## src/rtl/button_encoder_pkg.sv

```systemverilog
// -----------------------------------------------------------------------------
// button_encoder_pkg
//   Shared game constants for the pad/button front end: pad count, pad index
//   width, default debounce length, the arbitration state encoding and two
//   small helpers that summarise a debounced pad vector.
//   No ports (package).
// -----------------------------------------------------------------------------
package button_encoder_pkg;

   localparam int unsigned NUM_PADS               = 4;
   localparam int unsigned PAD_IDX_W              = 2;
   // 3 ticks of the 60 Hz game clock, roughly 50 ms
   localparam int unsigned DEBOUNCE_TICKS_DEFAULT = 3;

   typedef enum logic [1:0] {
      IDLE,
      HELD,
      RELEASE
   } padState_t;

   // Number of pads currently high (0..NUM_PADS)
   function automatic logic [2:0] countHigh(input logic [NUM_PADS-1:0] pads);
      logic [2:0] n;
      n = '0;
      for (int unsigned i = 0; i < NUM_PADS; i++) begin
         n = n + {2'b00, pads[i]};
      end
      return n;
   endfunction

   // Index of the highest pad that is high; only meaningful for a one-hot vector
   function automatic logic [PAD_IDX_W-1:0] highIndex(input logic [NUM_PADS-1:0] pads);
      logic [PAD_IDX_W-1:0] idx;
      idx = '0;
      for (int unsigned i = 0; i < NUM_PADS; i++) begin
         if (pads[i]) begin
            idx = PAD_IDX_W'(i);
         end
      end
      return idx;
   endfunction

endpackage

```

## src/rtl/button_encoder_debounce.sv

```systemverilog
// -----------------------------------------------------------------------------
// button_encoder_debounce
//   One pad bit: 2-flop synchronizer followed by a hold counter. The debounced
//   level only follows the synchronized level after it has differed for
//   DEBOUNCE_TICKS consecutive cycles; any shorter excursion is discarded.
//   Ports:
//     clk     in   system clock, rising edge
//     reset   in   asynchronous active-low reset
//     btnRaw  in   raw asynchronous pad input
//     level   out  debounced level
// -----------------------------------------------------------------------------
module button_encoder_debounce
   import button_encoder_pkg::*;
#(
   parameter int unsigned DEBOUNCE_TICKS = DEBOUNCE_TICKS_DEFAULT
) (
   input  logic clk,
   input  logic reset,
   input  logic btnRaw,
   output logic level
);

   localparam int unsigned CNT_W = (DEBOUNCE_TICKS < 2) ? 1 : $clog2(DEBOUNCE_TICKS + 1);

   logic             syncA;
   logic             syncB;
   logic [CNT_W-1:0] count;

   always_ff @(posedge clk or negedge reset) begin
      if (!reset) begin
         syncA <= 1'b0;
         syncB <= 1'b0;
         count <= '0;
         level <= 1'b0;
      end else begin
         syncA <= btnRaw;
         syncB <= syncA;
         if (syncB == level) begin
            count <= '0;
         end else if (count == CNT_W'(DEBOUNCE_TICKS - 1)) begin
            // this edge would bring the count to DEBOUNCE_TICKS: accept the level
            level <= syncB;
            count <= '0;
         end else begin
            count <= count + CNT_W'(1);
         end
      end
   end

endmodule

```

## src/rtl/button_encoder.sv

```systemverilog
// -----------------------------------------------------------------------------
// button_encoder
//   Debounces the four pad buttons and arbitrates them into a single accepted
//   press for the game logic. A lone press outside Simon's turn is latched as
//   playerNum with playerPressed held for its duration; simultaneous presses
//   produce a multiPress pulse and are ignored until all pads are released.
//   Ports:
//     clk            in   system clock (60 Hz), rising edge
//     reset          in   asynchronous active-low reset
//     btn[3:0]       in   raw active-high pad buttons, bit i = pad i
//     simonTurn      in   high while the game plays its own sequence
//     playerNum[1:0] out  index of the accepted pad, stable for the press
//     playerPressed  out  high while the accepted pad is held
//     multiPress     out  one-cycle pulse on a multi-pad press in IDLE
// -----------------------------------------------------------------------------
module button_encoder
   import button_encoder_pkg::*;
#(
   parameter int unsigned DEBOUNCE_TICKS = DEBOUNCE_TICKS_DEFAULT
) (
   input  logic                 clk,
   input  logic                 reset,
   input  logic [NUM_PADS-1:0]  btn,
   input  logic                 simonTurn,
   output logic [PAD_IDX_W-1:0] playerNum,
   output logic                 playerPressed,
   output logic                 multiPress
);

   logic [NUM_PADS-1:0]  debLevel;
   logic [NUM_PADS-1:0]  debQ;
   padState_t            state;
   padState_t            nextState;
   logic [PAD_IDX_W-1:0] nextNum;
   logic                 nextPressed;
   logic                 nextMulti;
   logic [2:0]           nHigh;

   for (genvar i = 0; i < NUM_PADS; i++) begin : padDeb
      button_encoder_debounce #(
         .DEBOUNCE_TICKS(DEBOUNCE_TICKS)
      ) uDeb (
         .clk    (clk),
         .reset  (reset),
         .btnRaw (btn[i]),
         .level  (debLevel[i])
      );
   end

   // debQ registers the debounced vector so the arbitration sees all pads
   // from one aligned sample; this stage sets the DEBOUNCE_TICKS+3 latency.
   always_ff @(posedge clk or negedge reset) begin
      if (!reset) begin
         debQ          <= '0;
         state         <= IDLE;
         playerNum     <= '0;
         playerPressed <= 1'b0;
         multiPress    <= 1'b0;
      end else begin
         debQ          <= debLevel;
         state         <= nextState;
         playerNum     <= nextNum;
         playerPressed <= nextPressed;
         multiPress    <= nextMulti;
      end
   end

   always_comb begin
      nextState   = state;
      nextNum     = playerNum;
      nextPressed = playerPressed;
      nextMulti   = 1'b0;
      nHigh       = countHigh(debQ);

      case (state)
         IDLE: begin
            nextPressed = 1'b0;
            if (nHigh != 3'd0) begin
               if (simonTurn) begin
                  // press began during Simon's turn: wait for full release
                  nextState = RELEASE;
               end else if (nHigh == 3'd1) begin
                  nextState   = HELD;
                  nextNum     = highIndex(debQ);
                  nextPressed = 1'b1;
               end else begin
                  nextState = RELEASE;
                  nextMulti = 1'b1;
               end
            end
         end

         HELD: begin
            // only the accepted pad ends the press; simonTurn is not looked at
            if (!debQ[playerNum]) begin
               nextState   = IDLE;
               nextPressed = 1'b0;
            end
         end

         RELEASE: begin
            nextPressed = 1'b0;
            if (debQ == '0) begin
               nextState = IDLE;
            end
         end

         default: begin
            nextState   = IDLE;
            nextPressed = 1'b0;
         end
      endcase
   end

endmodule

```

## config.mk

```make
export PLATFORM = sky130hd
export DESIGN_NAME = button_encoder
export DESIGN_NICKNAME = d
export VERILOG_FILES = /design/src/rtl/button_encoder_pkg.sv /design/src/rtl/button_encoder_debounce.sv /design/src/rtl/button_encoder.sv
export SDC_FILE = /design/constraint.sdc
export NUM_CORES = 1
export LEC_CHECK = 0
export ABC_AREA = 0
export CORE_UTILIZATION = 52
export CTS_BUF_LIST = sky130_fd_sc_hd__clkbuf_8
export CTS_CLUSTER_SIZE = 12
export DETAILED_ROUTE_END_ITERATION = 7
export PLACE_DENSITY = 0.77
export SLEW_MARGIN = 0
export SYNTH_ARGS = -nofsm -noshare
export SYNTH_HDL_FRONTEND = slang
export SYNTH_SLANG_ARGS = --single-unit
```

## constraint.sdc

```tcl
create_clock -name clk -period 2.12 [get_ports clk]
set_input_delay 0.424 -clock clk [delete_from_list [all_inputs] [get_ports clk]]
set_output_delay 0.424 -clock clk [all_outputs]
set_load 0.005 [all_outputs]
```

* After elaboration in Yosys (flattened, before gate mapping)
Index checks and enable logic that the tools add are counted.
** Word-level totals
- Register bits :: 30
- Input bits :: 7
- Output and inout port bits :: 4
- Word-level logic and storage cells :: 85
** Operators by class
- $add $sub $neg :: 7
- Magnitude comparators :: 1
- Eq/ne operators :: 14
- Mux-type cells :: 28
- Bitwise logic cells :: 5
- Reduce and logical (&&, ||, !) cells :: 9
** Operators by type and width (count)
- 2-bit two-way mux :: 15
- 2-bit equality test, second input constant :: 5
- 1-bit two-way mux :: 10
- 2-bit by 1-bit adder with 2-bit output, second input constant :: 4
- 2-bit AND reduction :: 4
- 2-bit != test, second input constant :: 3
- 2-bit one-hot mux with 3 select lines :: 1
- 1-bit inverter :: 5
- 1-bit equality test :: 4
- 4-bit zero test :: 1
- 4-bit AND reduction :: 1
- 2-bit by 1-bit adder with 3-bit output :: 1
- 3-bit by 1-bit adder with 3-bit output :: 1
- 3-bit by 1-bit equality test with 1-bit output, second input constant :: 1
- 2-bit by 3-bit less-than comparator with 1-bit output, second input constant :: 1
- 3-bit AND reduction :: 1
- 3-bit nonzero test :: 1
- 1-bit by 1-bit adder with 2-bit output :: 1
- 1-bit binary-select mux with 2-bit select :: 1
- 2-bit by 1-bit equality test with 1-bit output, second input constant :: 1
- 2-bit zero test :: 1
- 1-bit one-hot mux with 2 select lines :: 1

* Logic depth before layout (Yosys ltp)
- Word-level depth :: 8
- Mapped depth :: 8
- Mapped depth without buffers :: 8

* Modules after synthesis
From an unflattened synthesis, not the netlist that was laid out.
** Unflattened totals
- Cells, all modules :: 77
- Area, all modules :: 1168.6 sq um
** Modules (own cells, without submodules)
- button_encoder_debounce :: instances 4, cells an instance 10, area an instance 175.2 sq um, seq. area each 125.1 sq um
- button_encoder :: instances 1, cells an instance 37, area an instance 467.9 sq um, seq. area each 250.2 sq um

* Worst setup path before layout
OpenSTA, ideal clock, no wires.
- Path type :: register -> register
- From :: register debQ[0]
- To :: register playerNum[0]
- Setup time :: 0.125 ns
- Data arrival time :: 1.967 ns
- Required time :: 1.995 ns
- Path slack :: 0.028 ns
- Cell stages (with the launch flop) :: 9
- Buffers on the path :: 0
- Clock period less this slack :: 2.092 ns
- Path through :: dfrtp_1 -> inv_1 -> fa_1 -> inv_1 -> ha_1 -> ha_1 -> nor2_1 -> nand3_2 -> mux2_4
** On the way
- Cells in the longest elaborated chain, start to end :: 5
- Elaborated cells on any way between the ends :: 6
- Classes of those cells :: add/sub: 3; eq/ne: 1; reduce/logical: 2
** Ends and longest elaborated chain
- from (decl) :: line button_encoder.sv:31 : logic [NUM_PADS-1:0] debQ;
- from (signal assigned) :: line button_encoder.sv:60 : debQ <= debLevel;
- 1-bit by 1-bit adder with 2-bit output (*) :: line button_encoder_pkg.sv:26 : n = n + {2'b00, pads[i]};
- 2-bit by 1-bit adder with 3-bit output (*) :: line button_encoder_pkg.sv:26
- 3-bit by 1-bit adder with 3-bit output (*) :: line button_encoder_pkg.sv:26
- 3-bit by 1-bit equality test with 1-bit output or 3-bit nonzero test (tied branches) :: line button_encoder.sv:82, button_encoder.sv:78
- 4-bit AND reduction (no source line) (*)
- to (signal assigned) :: line button_encoder.sv:62 : playerNum <= nextNum;
- to (decl) :: line button_encoder.sv:25 : output logic [PAD_IDX_W-1:0] playerNum,
Every way passes the cells marked *; elsewhere a longest branch is shown, timed or not.
A chain may end at the register's enable or synchronous reset.

* Final worst setup path
Same ends and word-level chain as after synthesis.

==> results.toml <==
[sta]
slew_headroom = 0.764
finalSetupViolCount = 0
rsz0062_at_grt = "false"
period_needed_ns = 2.04
hold_viol = 0
fin_skew_ns = 0.00348
slew_violations = 0
tightest_slew_ns = 0.354
fin_crit_sh = 0.961
fmax_mhz = 491

[setup_path]
worstPathArrival_ns = 2.19
path_max_fanout = 2
critPathKind = "reg2reg"
end_kind = "flip-flop"
required_ns = 2.27
startpoint_type = "flip-flop"
r2r_setup_slack_ns = 0.08

[placement]
placedCellCount = 116
hpwl_um = 1090
io_buffers = 10
globalplace.congestion = 0.762
post_dp_cell_area_um2 = 1270

[clock_network]
h-tree-depth = 2
root_buffer = "clkbuf_8"
clkSinkCount = 30
cts.path.max_buffers = 2
path_clk_slew_ns = 0.06
clk_latency_ns = 0.27
hold_buffers = 0
cts_tree = "done"
cts_setup_buffers = 0
cts-buffers-inserted = 5

[layout]
antenna_cells = 0
drive_gt1_frac = 0.196
syn_to_final_growth_pct = 23.7
nets = 107
finalNonFillerCells = 124
design_area_um2 = 1390

[yosys]
ys_warn_count = 0
ys_ff_latch = 30
syn_nets = 88
ys_types = 22
avgSynthCellArea_um2 = 14.6
synth_area_um2 = 1130
synth_seq_area_share = 0.667
syn_inst = 77

[global_routing]
grt_usage = 0.165
gr-total-overflow = 0
grt_max_degree = 31
antenna_found_initial = 0
grt_pass1_vias = 678
grt_pass1_wl_um = 2730

[drt]
route.detailed.drc = 0
routed_via_density = 4.94
drtIter0Drc = 2
via_count = 613
routedWlPerCell_um = 12.4
drt_wl_total_um = 1540
firstDrtPassIters = 4
antenna_left = 0

[die]
start_util = 0.562
fp.dieH_um = 48.5
boundaryPins = 11
rows = 16
die_x_um = 48.5
core_area_um2 = 2000
design.die.area_um2 = 2360

[power_and_ir_drop]
ir_drop_mv = 1.04
power_density_nw_per_um2 = 1480
swShare = 0.315
p_sw_uw = 649
power.leakage_uw = 0.000640
clkPwrFrac = 0.214
power_frac_comb = 0.345
seqPwrFrac = 0.440
p_int_uw = 1410

[status]
status = "completed"

[job]
drv_cap = 0

[min_path]
hold_path.class = "reg2reg"
## metal layers
layer,share of wire,track usage
met1,0.40,0.157
met2,0.53,0.293
met3,0.040,0.0566
met4,0.029,0.118
met5,0,0
## cell type report
cell class                 count  area (um2)
sequential                    30         751
fill                         157         609
multi-input combinational     41         379
timing repair buffer          12         115
clock buffer                   6        82.6
tap                           27        33.8
inverter                       6        22.5
clock inverter                 2        8.76
## flip-flops by register name, summed over array words and instances, names as in the netlist
name	cells
playerNum	2
state	2
multiPress	1
padDeb.uDeb.count	8
padDeb.uDeb.syncA	4
debQ	4
playerPressed	1
padDeb.uDeb.level	4
padDeb.uDeb.syncB	4
## metrics by stage
stage | utilization | hold slack, ns | power [uW] | setup WS [ns] | setup TNS [ns]
CTS | 0.693 | 0.349 | 2030 | 0.0669 | 0
global placement | 0.637 | 0.331 | 1430 | 0.0523 | 0
detailed placement | 0.637 | 0.336 | 1490 | -0.0628 | -0.0950
global route | 0.696 | 0.350 | 2210 | 0.000610 | 0
floorplan | - | 0.128 | 1290 | 0.0277 | 0
finish | 0.696 | 0.347 | 2060 | 0.0824 | 0
## worst max-delay path: stages (launching register included)
cell and delay [ns]:
dfrtp_1 0.35, inv_1 0.07, fa_1 0.53, inv_1 0.04, ha_1 0.20, ha_4 0.24
nor2_4 0.09, nand3_2 0.10, mux2_4 0.30
## what timing repair did
| item | in CTS | in global routing |
|---|---|---|
| pin swaps | 1 | 0 |
| gates resized for setup | 4 | 1 |
| endpoints found under the setup margin | 2 | 1 |
## placed cells by master (no fill, tap or decap)
cell type / instances
dfrtp_1: 30
clkdlybuf4s50_1: 10
inv_1: 7
clkbuf_8: 6
nor2b_1: 5
xnor2_1: 4
nor3_1: 4
nor3b_1: 4
mux2_2: 4
mux2i_1: 3
ha_1: 2
buf_4: 2
nor2_4: 1
nor3_2: 1
o21ai_0: 1
nand3_2: 1
mux2_4: 1
nand3b_1: 1
or3b_1: 1
o22ai_1: 1
nand2b_1: 1
nor2_1: 1
a21bo_1: 1
a2111oi_2: 1
a311oi_1: 1
fa_1: 1
ha_4: 1
clkinv_2: 1
## cell usage after synthesis
cell       instances  area (um2)
a311oi_1           1        8.76
a2111oi_0          1        8.76
mux2_4             1        15.0
o22ai_1            1        6.26
dfrtp_1           30         751
xnor2_1            4        35.0
nand3_2            1        10.0
or3b_1             1        8.76
ha_1               3        37.5
nor2b_1            5        31.3
mux2i_1            3        30.0
o21ai_0            1        5.00
mux2_2             4        45.0
nor3_1             4        20.0
nand2b_1           1        6.26
nand3b_1           1        7.51
fa_1               1        20.0
nor3b_1            4        30.0
inv_1              6        22.5
nor2_1             2        7.51
nor3_2             1        10.0
a21bo_1            1        10.0
## power by group through the flow
stage | clock, uW | combinational [uW] | sequential, uW
detailed placement | 0 | 570 | 917
CTS | 459 | 667 | 908
global placement | 0 | 533 | 902
finish | 441 | 710 | 906
global route | 485 | 786 | 935
floorplan | 0 | 410 | 882
## final timing paths
kind                                 startpoint                   end  cells past startpoint
max                                     debQ[0]          playerNum[0]                      8
min                        padDeb[0].uDeb.syncA  padDeb[0].uDeb.syncB                      0
max reg2reg                             debQ[0]          playerNum[0]                      8
min reg2reg                padDeb[0].uDeb.syncA  padDeb[0].uDeb.syncB                      0
max in group asynchronous                 reset         playerPressed                      2
min in group asynchronous                 reset  padDeb[0].uDeb.level                      2
## kinds of logic after synthesis
kind of cell / Yosys count / share of synthesized area
AO/OA/AOI/OAI: 5 / 0.0344
XOR/XNOR: 4 / 0.0311
adder cells (fa/ha/maj): 4 / 0.0511
buffers and inverters: 6 / 0.0200
flip-flops: 30 / 0.667
multiplexers: 8 / 0.0800
AND/OR/NAND/NOR: 20 / 0.117
Power figures use the tool's default switching activity.
==> RTL edit: new RTL, same flow settings <==
Put one more register stage on the output `playerNum`, with the module's reset. The value now appears one clock later. The other outputs are not delayed to match.
--- a/src/rtl/button_encoder.sv
+++ b/src/rtl/button_encoder.sv
@@ -27,6 +27,8 @@
    output logic                 multiPress
 );
 
+   logic [PAD_IDX_W-1:0] playerNum_s0;
+
    logic [NUM_PADS-1:0]  debLevel;
    logic [NUM_PADS-1:0]  debQ;
    padState_t            state;
@@ -53,13 +55,13 @@
       if (!reset) begin
          debQ          <= '0;
          state         <= IDLE;
-         playerNum     <= '0;
+         playerNum_s0  <= '0;
          playerPressed <= 1'b0;
          multiPress    <= 1'b0;
       end else begin
          debQ          <= debLevel;
          state         <= nextState;
-         playerNum     <= nextNum;
+         playerNum_s0  <= nextNum;
          playerPressed <= nextPressed;
          multiPress    <= nextMulti;
       end
@@ -67,7 +69,7 @@
 
    always_comb begin
       nextState   = state;
-      nextNum     = playerNum;
+      nextNum     = playerNum_s0;
       nextPressed = playerPressed;
       nextMulti   = 1'b0;
       nHigh       = countHigh(debQ);
@@ -92,7 +94,7 @@
 
          HELD: begin
             // only the accepted pad ends the press; simonTurn is not looked at
-            if (!debQ[playerNum]) begin
+            if (!debQ[playerNum_s0]) begin
                nextState   = IDLE;
                nextPressed = 1'b0;
             end
@@ -112,5 +114,13 @@
       endcase
    end
 
+   always_ff @(posedge clk or negedge reset) begin
+      if (!reset) begin
+         playerNum <= '0;
+      end else begin
+         playerNum <= playerNum_s0;
+      end
+   end
+
 endmodule
 
Formal check against the unedited RTL: not equivalent (Yosys sat finds a counterexample within 10 cycles, from zero or initial values and one cycle with reset low).
==> RTL edit against the original RTL <==
First-iteration DRC count increased to 3.0 times the old value; worst setup slack got worse by 0.045 ns; via count increased by 7.0%; cell area increased by 7.6%; routed wire length increased by 9.5%; sequential cell count increased by 2; area after synthesis increased by 4.4%; total power increased by 18%; global-route usage increased by 0.42 points; critical path type unchanged; largest cell class unchanged; highest routed layer unchanged.
==> RTL edit: results (changes against the original RTL) <==
Run status - completed
Worst r2r path cells - 10 (+2)
Drt via density - 5.01 (+1.3%)
Hold Crit Endpoint - padDeb[3].uDeb.syncB
GR Util All Layers - 16.9% (+0.42 points)
Sequential fraction of the synthesis area - 68.1% (+1.4 points)
Max stage delay on crit path - 0.50 ns (-0.03 ns)
FF-to-FF Start - debQ[1]
Reg2reg end - multiPress
First-pass GRT wire length - 2.91 mm (+6.6%)
Syn nets - 90 (+2.3%)
Setup Skew - 0.00267 ns (-0.000818 ns)
Worst-Margin Slew - 0.383 ns (+0.0296 ns)
CTS Buffer Depth - 2 (unchanged)
CP arrival - 2.29 ns (+0.10 ns)
Fill cell count - 133 (-15%)
NumNets Final - 114 (+6.5%)
Vias in the first global route - 675 (-0.44%)
Top post-synthesis cells by area - dfrtp_1, mux2_2, ha_1
Synth top cells by count - dfrtp_1, inv_1, nor2b_1
Fraction of registers with async set/reset - 100% (unchanged)
Source of the worst hold timing path - padDeb[3].uDeb.syncA
Peak VDD IR - 0.00112 V (+8.0%)
Leakage - 0.693 nW (+8.3%)
Routability congestion estimate - 0.782 (+2.7%)
R2R Setup Slk - 0.04 ns (-0.05 ns)
Dpl hpwl - 1.08 mm (-1.1%)
Share of layout cells above drive strength 1 - 25.0% (+5.4 points)
DR iter-0 viols - 6 (+4)
Final Hold Slack - 0.349 ns (+0.00181 ns)
Worst-path fanout max - 3 (+1)
Largest net degree at the start of global routing - 33 (+6.5%)
[RTL edit: cell count changes after synthesis, sizes merged]
| cell | unedited run | this run |
|---|---|---|
| dfrtp | 30 | 32 |
[RTL edit: cells by family after synthesis]
group | count (synthesis) | share of synthesized area [%]
adder cells (fa/ha/maj) | 4 | 4.89
buffers and inverters | 6 | 1.91
flip-flops | 32 | 68.1
AND/OR/NAND/NOR | 20 | 11.2
multiplexers | 8 | 7.66
AO/OA/AOI/OAI | 5 | 3.30
XOR/XNOR | 4 | 2.98
[RTL edit: metal layers]
layer / up-vias / track usage (%) / wire (microns)
li1: 312 / - / -
met1: 324 / 17.9 / 709
met2: 16 / 27.7 / 852
met3: 4 / 7.41 / 101
met4: 0 / 10.0 / 27
met5: - / 0 / 0
[RTL edit: worst max path at each step]
stage,from,end,cells past startpoint
2_1_floorplan,debQ[0],playerNum_s0[0],8
3_3_place_gp,debQ[0],playerNum_s0[0],8
3_5_place_dp,debQ[0],playerNum_s0[0],8
4_1_cts,debQ[0],playerNum_s0[0],8
5_1_grt,debQ[1],multiPress,10
6_report,debQ[1],multiPress,10
[RTL edit: through the flow]
step                worst slack (ns)  cells  cell area (sq um)
detailed placement           -0.0349    118               1330
finish                        0.0373    131               1500
CTS                          0.00261    128               1450
floorplan                     0.0277     79               1180
global placement              0.0530    118               1330
global route                 -0.0225    131               1500
[RTL edit: layout make-up]
class,count,area [sq um],area share [%]
clock buffer,5,68.8,4.59
clock inverter,3,38.8,2.59
inverter,6,22.5,1.50
multi-input combinational,41,382,25.5
sequential,32,801,53.4
tap,27,33.8,2.25
timing repair buffer,17,153,10.2
[RTL edit: power by group]
group	internal, mW	total, mW	leakage [nW]	switching (mW)
sequential	0.815	0.967	0.390	0.152
combinational	0.543	0.917	0.243	0.373
clock	0.343	0.548	0.0593	0.204
total	1.70	2.43	0.693	0.729
[RTL edit: what timing repair did]
action	4_1_cts	5_1_grt
buffers inserted	2	3
pin swaps	2	1
gates resized for setup	1	6
endpoints found under the setup margin	3	5
gates cloned	0	0
[RTL edit: worst register-to-register path: stages, from the launching register on]
cell     delay (ns)
dfrtp_1        0.36
inv_1          0.09
fa_1           0.50
inv_1          0.04
ha_1           0.20
ha_4           0.30
nor2_4         0.04
buf_4          0.12
buf_4          0.12
buf_4          0.12
nor2b_2        0.11
